## config.mk

```make
export PLATFORM = sky130hd
export DESIGN_NAME = imm_ext_unit
export DESIGN_NICKNAME = d
export VERILOG_FILES = /design/src/rtl/imm_ext_pkg.sv /design/src/rtl/imm_ext_core.sv /design/src/rtl/imm_ext_unit.sv
export SDC_FILE = /design/constraint.sdc
export NUM_CORES = 1
export LEC_CHECK = 0
export CAP_MARGIN = 25
export CORE_ASPECT_RATIO = 0.5
export CORE_MARGIN = 1
export CORE_UTILIZATION = 58
export CTS_CLUSTER_DIAMETER = 150
export DETAILED_ROUTE_END_ITERATION = 6
export HOLD_SLACK_MARGIN = 0.1
export MAX_ROUTING_LAYER = met4
export PLACE_DENSITY = 0.83
export SLEW_MARGIN = 20
export SYNTH_ARGS = -nofsm -noshare
export SYNTH_HDL_FRONTEND = slang
export SYNTH_HIERARCHICAL = 1
export SYNTH_SLANG_ARGS = --single-unit
```

## constraint.sdc

```tcl
create_clock -name clk -period 4.4 [get_ports clk]
set_clock_uncertainty 0.05 [all_clocks]
set_input_delay 0.88 -clock clk [delete_from_list [all_inputs] [get_ports clk]]
set_output_delay 0.88 -clock clk [all_outputs]
set_load 0.03 [all_outputs]
```

## src/rtl/imm_ext_pkg.sv

```systemverilog
// Shared types and constants for the immediate-extension unit.
package imm_ext_pkg;

  // Extension mode as carried alongside each immediate.
  typedef logic [1:0] imm_mode_t;

  localparam imm_mode_t MODE_SEXT   = 2'd0;
  localparam imm_mode_t MODE_ZEXT   = 2'd1;
  localparam imm_mode_t MODE_UPPER  = 2'd2;
  localparam imm_mode_t MODE_BRANCH = 2'd3;

  // Occupancy of the two-entry output buffer.
  typedef enum logic [1:0] {
    StEmpty = 2'b00,
    StOne   = 2'b01,
    StFull  = 2'b10
  } occ_state_e;

endpackage

```

## src/rtl/imm_ext_core.sv

```systemverilog
// Combinational width/mode arithmetic for the immediate-extension unit.
module imm_ext_core
  import imm_ext_pkg::*;
#(
  parameter int unsigned IN_W  = 16,
  parameter int unsigned OUT_W = 32,
  parameter int unsigned BR_SH = 2
) (
  input  logic [IN_W-1:0]  imm_i,
  input  logic [1:0]       mode_i,
  output logic [OUT_W-1:0] ext_o
);

  localparam int unsigned PadW = OUT_W - IN_W;

  logic [OUT_W-1:0] sext;
  logic [OUT_W-1:0] zext;
  logic [OUT_W-1:0] upper;
  logic [OUT_W-1:0] branch;

  assign sext   = {{PadW{imm_i[IN_W-1]}}, imm_i};
  assign zext   = {{PadW{1'b0}}, imm_i};
  assign upper  = {imm_i, {PadW{1'b0}}};
  // Word-offset scaling; bits shifted past OUT_W-1 are simply dropped.
  assign branch = sext << BR_SH;

  // Select the extension flavour requested by the decoder.
  always_comb begin
    ext_o = sext;
    unique case (mode_i)
      MODE_SEXT:   ext_o = sext;
      MODE_ZEXT:   ext_o = zext;
      MODE_UPPER:  ext_o = upper;
      MODE_BRANCH: ext_o = branch;
    endcase
  end

endmodule

```

## src/rtl/imm_ext_unit.sv

```systemverilog
// Registered immediate extender with a two-entry valid/ready output buffer.
// in_ready is a function of occupancy only, so the producer never sees a
// combinational path from out_ready.
module imm_ext_unit
  import imm_ext_pkg::*;
#(
  parameter int unsigned IN_W  = 16,
  parameter int unsigned OUT_W = 32,
  parameter int unsigned BR_SH = 2
) (
  input  logic             clk,
  input  logic             rst_n,
  input  logic             flush,
  input  logic             in_valid,
  output logic             in_ready,
  input  logic [IN_W-1:0]  in_imm,
  input  logic [1:0]       in_mode,
  output logic             out_valid,
  input  logic             out_ready,
  output logic [OUT_W-1:0] out_imm,
  output logic [1:0]       out_mode
);

  occ_state_e       state_q, state_d;
  logic [OUT_W-1:0] head_imm_q, head_imm_d;
  logic [OUT_W-1:0] tail_imm_q, tail_imm_d;
  imm_mode_t        head_mode_q, head_mode_d;
  imm_mode_t        tail_mode_q, tail_mode_d;

  logic [OUT_W-1:0] ext_imm;
  logic             push;
  logic             pop;

  imm_ext_core #(
    .IN_W (IN_W),
    .OUT_W(OUT_W),
    .BR_SH(BR_SH)
  ) u_core (
    .imm_i (in_imm),
    .mode_i(in_mode),
    .ext_o (ext_imm)
  );

  assign in_ready  = (state_q != StFull);
  assign out_valid = (state_q != StEmpty);
  assign out_imm   = head_imm_q;
  assign out_mode  = head_mode_q;

  assign push = in_valid & in_ready;
  assign pop  = out_valid & out_ready;

  // Occupancy FSM and head/tail data movement.
  always_comb begin
    state_d     = state_q;
    head_imm_d  = head_imm_q;
    head_mode_d = head_mode_q;
    tail_imm_d  = tail_imm_q;
    tail_mode_d = tail_mode_q;

    case (state_q)
      StEmpty: begin
        if (push) begin
          head_imm_d  = ext_imm;
          head_mode_d = in_mode;
          state_d     = StOne;
        end
      end
      StOne: begin
        if (push && pop) begin
          // Old head leaves as the new entry takes its place.
          head_imm_d  = ext_imm;
          head_mode_d = in_mode;
        end else if (push) begin
          tail_imm_d  = ext_imm;
          tail_mode_d = in_mode;
          state_d     = StFull;
        end else if (pop) begin
          state_d = StEmpty;
        end
      end
      StFull: begin
        // push cannot occur here since in_ready is low.
        if (pop) begin
          head_imm_d  = tail_imm_q;
          head_mode_d = tail_mode_q;
          state_d     = StOne;
        end
      end
      default: state_d = StEmpty;
    endcase

    // Flush wins over any push in the same cycle; stale data is masked by out_valid.
    if (flush) begin
      state_d = StEmpty;
    end
  end

  // State and buffer registers with synchronous active-low reset.
  always_ff @(posedge clk) begin
    if (!rst_n) begin
      state_q     <= StEmpty;
      head_imm_q  <= '0;
      head_mode_q <= MODE_SEXT;
      tail_imm_q  <= '0;
      tail_mode_q <= MODE_SEXT;
    end else begin
      state_q     <= state_d;
      head_imm_q  <= head_imm_d;
      head_mode_q <= head_mode_d;
      tail_imm_q  <= tail_imm_d;
      tail_mode_q <= tail_mode_d;
    end
  end

endmodule
```

=== Word-level counts from Yosys, hierarchy flattened ===
Index checks and enable logic that the tools add are counted.
W data, S select, Z words.

* Register bits after elaboration: 70
* Input bits: 23
* Output and inout port bits: 36
* Word-level logic and storage cells: 44

* Equal/unequal tests: 11
* Muxes and demuxes: 15
* Bitwise gates (word level): 4
* Reduce and logical (&&, ||, !) cells: 9

{| class="wikitable"
|+ Operator list
! kind !! count
|-
| $pmux W32 S4 || 1
|-
| $mux W32 || 3
|-
| $pmux W32 S3 || 1
|-
| $mux W2 || 8
|-
| $pmux W2 S3 || 2
|-
| $ne A2 B2 Y1 const B || 5
|-
| $reduce_and A4 Y1 || 2
|-
| $eq A2 B2 Y1 const B || 3
|-
| $eq A2 B1 Y1 const B || 2
|-
| $logic_not A2 Y1 || 2
|-
| $ne A3 B3 Y1 const B || 1
|-
| $reduce_and A3 Y1 || 1
|-
| $reduce_bool A3 Y1 || 1
|-
| $and A1 B1 Y1 || 2
|-
| $not A1 Y1 || 2
|-
| $reduce_bool A2 Y1 || 1
|-
| $reduce_or A2 Y1 || 1
|-
| $logic_and A1 B1 Y1 || 1
|}

=== Depth between registers and ports, before layout ===
* Depth in word-level cells: 6
* Gate-level depth with buffers: 6

=== Cells and area by module ===
The synthesis kept the hierarchy.

{| class="wikitable"
|+ Modules (own cells, without submodules)
! module !! times used !! cells each !! area an instance (um2) !! seq. area each (um2)
|-
| imm_ext_unit || 1 || 324 || 3133.0 || 1401.3
|-
| imm_ext_core || 1 || 60 || 511.7 || 0.0
|}

=== Worst setup path after synthesis ===
OpenSTA, ideal clock, no wires.

* Path type: input port to flip-flop
* From: input in_mode[0]
* To: register head_imm_q[15], in the netlist out_imm[15]
* Setup time: 0.146 ns
* Arrival: 1.738 ns
* Data required time: 4.204 ns
* Path slack: 2.466 ns
* Stages: 6
* Path buffers: 2
* Cells stage by stage: buf_6 and2_4 clkbuf_8 a22o_2 mux2i_1 a211oi_2

* Longest elaborated chain between the ends: 4
* Elaborated cells between the ends (all ways): 8

{| class="wikitable"
|+ Ends and longest elaborated chain
! what !! RTL line !! text
|-
| from (decl) || imm_ext_unit.sv:17 || <nowiki>input logic [1:0] in_mode,</nowiki>
|-
| $eq A2 B2 Y1, or another cell as far along || imm_ext_core.sv:30 || <nowiki>unique case (mode_i)</nowiki>
|-
| $pmux W32 S4 (*) || imm_ext_core.sv:30 ||
|-
| named net ext_imm[15] || imm_ext_unit.sv:30 || <nowiki>logic [OUT_W-1:0] ext_imm;</nowiki>
|-
| $mux W32, on equally long branches || imm_ext_unit.sv:69, imm_ext_unit.sv:62 ||
|-
| $pmux W32 S3 (*) || imm_ext_unit.sv:60 || <nowiki>case (state_q)</nowiki>
|-
| to (signal assigned) || imm_ext_unit.sv:108 || <nowiki>head_imm_q <= head_imm_d;</nowiki>
|-
| to (decl) || imm_ext_unit.sv:25 || <nowiki>logic [OUT_W-1:0] head_imm_q, head_imm_d;</nowiki>
|}

The timed path passes the listed nets; every way through them passes the cells marked *. The select of a mux whose other input is x is not followed.
A chain may end at the register's enable or synchronous reset.

=== Worst setup path after layout ===
* From: input in_mode[1]
* To: register head_imm_q[20], in the netlist out_imm[20]

Same word-level chain as after synthesis.

==> metrics.cfg <==
[place]
hpwlAfterDp_mm=6.104
dp_slack_ns=1.321
routabilityCongestion=0.8501
port_buffers=58

[global_route]
grt.overflow.total=0
grt_pass1_vias=3040
grt_pass1_wl_mm=15.53
antenna_found_initial=0
grt_max_degree=37
groute.usage.overall_pct=32.29

[sta]
worst_slack_ns=1.579
relSlewSlack_pct=48.00
fin_crit_sh_pct=64.12
rsz0062_at_grt=no
finalSetupTns_ns=0
worstMarginPinSlew_ns=0.7800
period_needed_ns=2.821
clock.fmax_mhz=354.5
setup_viol=0
hold_viol=0
finalMaxSlewViolations=0

[worst_setup_path]
cp-end-kind=flop
path_max_fanout=13
path_delay_family=buffers and inverters
worstPathRequired_ns=4.60
reg2reg_slack_ns=2.53
timing.rr.start=state_q[1]
start_kind=input pin
reg2reg_to=out_imm[0]
path_class=in2reg
cp_slowest_stage_delay_ns=0.84
crit_buf_inv=2
path_cells=clkdlybuf4s50_1 > buf_4 > mux2i_1 > o21ai_0 > mux2i_1 > a211oi_2
worstPathArrival_ns=3.02
crit_top_cell=mux2i_1
slowest_stage=clkdlybuf4s50_1
r2r_cells=5

[logic_synthesis]
synthTopCellsByArea=dfxtp_1, mux2i_1, a211oi_2, a211oi_1, nand2_1
yosys_warnings=6
yosys.area.top_type=dfxtp_1
synth_nets=407
synth_cells=384
ys_dominant_reg_cell=dfxtp_1
synth_top_cell_area_share_pct=38.45
ys_seq_area_share_pct=38.45
avgSynthCellArea_um2=9.492
syn-cell-area_mm2=0.003645
async_flop_share_pct=0
synth_seq_cells=70
yosys-top-cells-count=dfxtp_1, nand2_1, mux2i_1, a211oi_1, a21oi_1
synth_edf_count=0
synth_cell_types=36

[floorplan]
die_y_um=58.06
initial_core_util_pct=63.35
core-area_mm2=0.005753
io_pins=59
die_area_mm2=0.006624
die_x_um=114.1
rows=19

[outcome]
status=complete, no violations

[power_and_ir_drop]
ir_drop_mv=0.3011
p_per_area_mw_per_mm2=389.7
p_leak_nw=1.742

[cells_and_area]
nFillCells=423
drive_gt1_share_pct=15.80
antenna_cells=0
fin_util_pct=76.69
syn_to_final_growth_pct=21.04
fin_nets=443
multiInputGateArea_mm2=0.001958
regArea_mm2=0.001401

[clock_network]
cts.repair.resized=0
cts.sink_count=70
cts_hold_buf=0
worstSkewPairLatency_ns=0.34
numCtsBuffers=9
cts_tree=done
cts.clk_slew.worst_paths_ns=0.05
post_cts_buffers=0
cts_root_buf=clkbuf_16
htreeDepth=3
cts_max_path_buffers=2

[hold_path]
hold_end=tail_imm_q[30]
hold_depth=2
hold_path_class=reg2reg
hold_start=tail_imm_q[30]

[routing]
wirelength_mm=9.535
vias_per_cell=6.187
wire_per_inst_um=18.77
drcViolationCount=0
drtIter0Drc=261
ant_nets=0
num_vias=3143
dr.pass1.iters=5

[flow_run]
cap_violations=0

==> tightest hold or removal path: cells and delay by family, from the launching register on <==
kind / cells / cell delay [ns]
AO/OA/AOI/OAI: 1 / 0.05
AND/OR/NAND/NOR: 1 / 0.05
flip-flops: 1 / 0.30
==> how the worst max path moves through the flow <==
| stage | depth (start not counted) | start | slack [ns] | endpoint |
|---|---|---|---|---|
| 3_5_place_dp | 6 | in_mode[1] | 1.32 | out_imm[20] |
| 2_1_floorplan | 6 | in_mode[0] | 2.47 | out_imm[15] |
| 5_1_grt | 6 | in_mode[1] | 1.45 | out_imm[18] |
| 3_3_place_gp | 6 | in_mode[1] | 1.37 | out_imm[18] |
| 4_1_cts | 6 | in_mode[1] | 1.63 | out_imm[20] |
| 6_report | 6 | in_mode[1] | 1.58 | out_imm[20] |
==> report_power, final <==
part | leakage, nW | internal (mW) | switching (mW)
combinational | 1.03 | 0.138 | 0.201
clock | 0.142 | 0.440 | 0.251
sequential | 0.573 | 0.668 | 0.0208
==> state kept, by name, indices dropped and copies added, names as in the netlist <==
signal / cells
tail_mode_q: 2
state_q: 2
out_mode: 2
tail_imm_q: 32
out_imm: 32
==> final cells by class <==
class                      count  share of cell area, %
multi-input combinational    269                  44.38
sequential                    70                  31.76
timing repair buffer          67                  14.69
clock buffer                  15                  6.523
tap                           84                  2.382
inverter                       3                 0.2552
==> per-layer routing <==
| layer | vias to the layer above | GRT usage, % | share of wire, % |
|---|---|---|---|
| met5 | - | - | 0 |
| met1 | 1515 | 39.97 | 45 |
| met2 | 135 | 49.61 | 46 |
| li1 | 1482 | - | - |
| met4 | 0 | 14.10 | 1.0 |
| met3 | 11 | 9.310 | 8.1 |
==> logic make-up after synthesis <==
family | count (synthesis) | share of synthesized area (%)
compound gates | 136 | 29.39
simple gates | 83 | 10.44
flops | 70 | 38.45
mux | 50 | 13.87
buf+inv | 45 | 7.861
==> cell usage in the layout, fill, tap and decap left out, drive strengths merged, types with 2 or more instances in the layout <==
master and count:
a21o 2, clkbuf 15, dfxtp 70, inv 3, a21oi 35, buf 9
a211oi 69, clkdlybuf4s50 58, nand2 70, o21ai 15, and2b 2, mux2i 49
nand3 2, a22o 14
==> per-stage QoR <==
| step | total power, mW | hold slack [ns] | std cells | cell area, um2 |
|---|---|---|---|---|
| 2_1_floorplan | 0.9244 | 0.3857 | 384 | 3645 |
| 3_3_place_gp | 1.024 | 0.3908 | 493 | 4124 |
| 3_5_place_dp | 1.034 | 0.3962 | 493 | 4124 |
| 4_1_cts | 1.722 | 0.4036 | 508 | 4412 |
| 5_1_grt | 1.776 | 0.4288 | 508 | 4412 |
| 6_report | 1.719 | 0.4029 | 508 | 4412 |
Power figures use the tool's default switching activity.
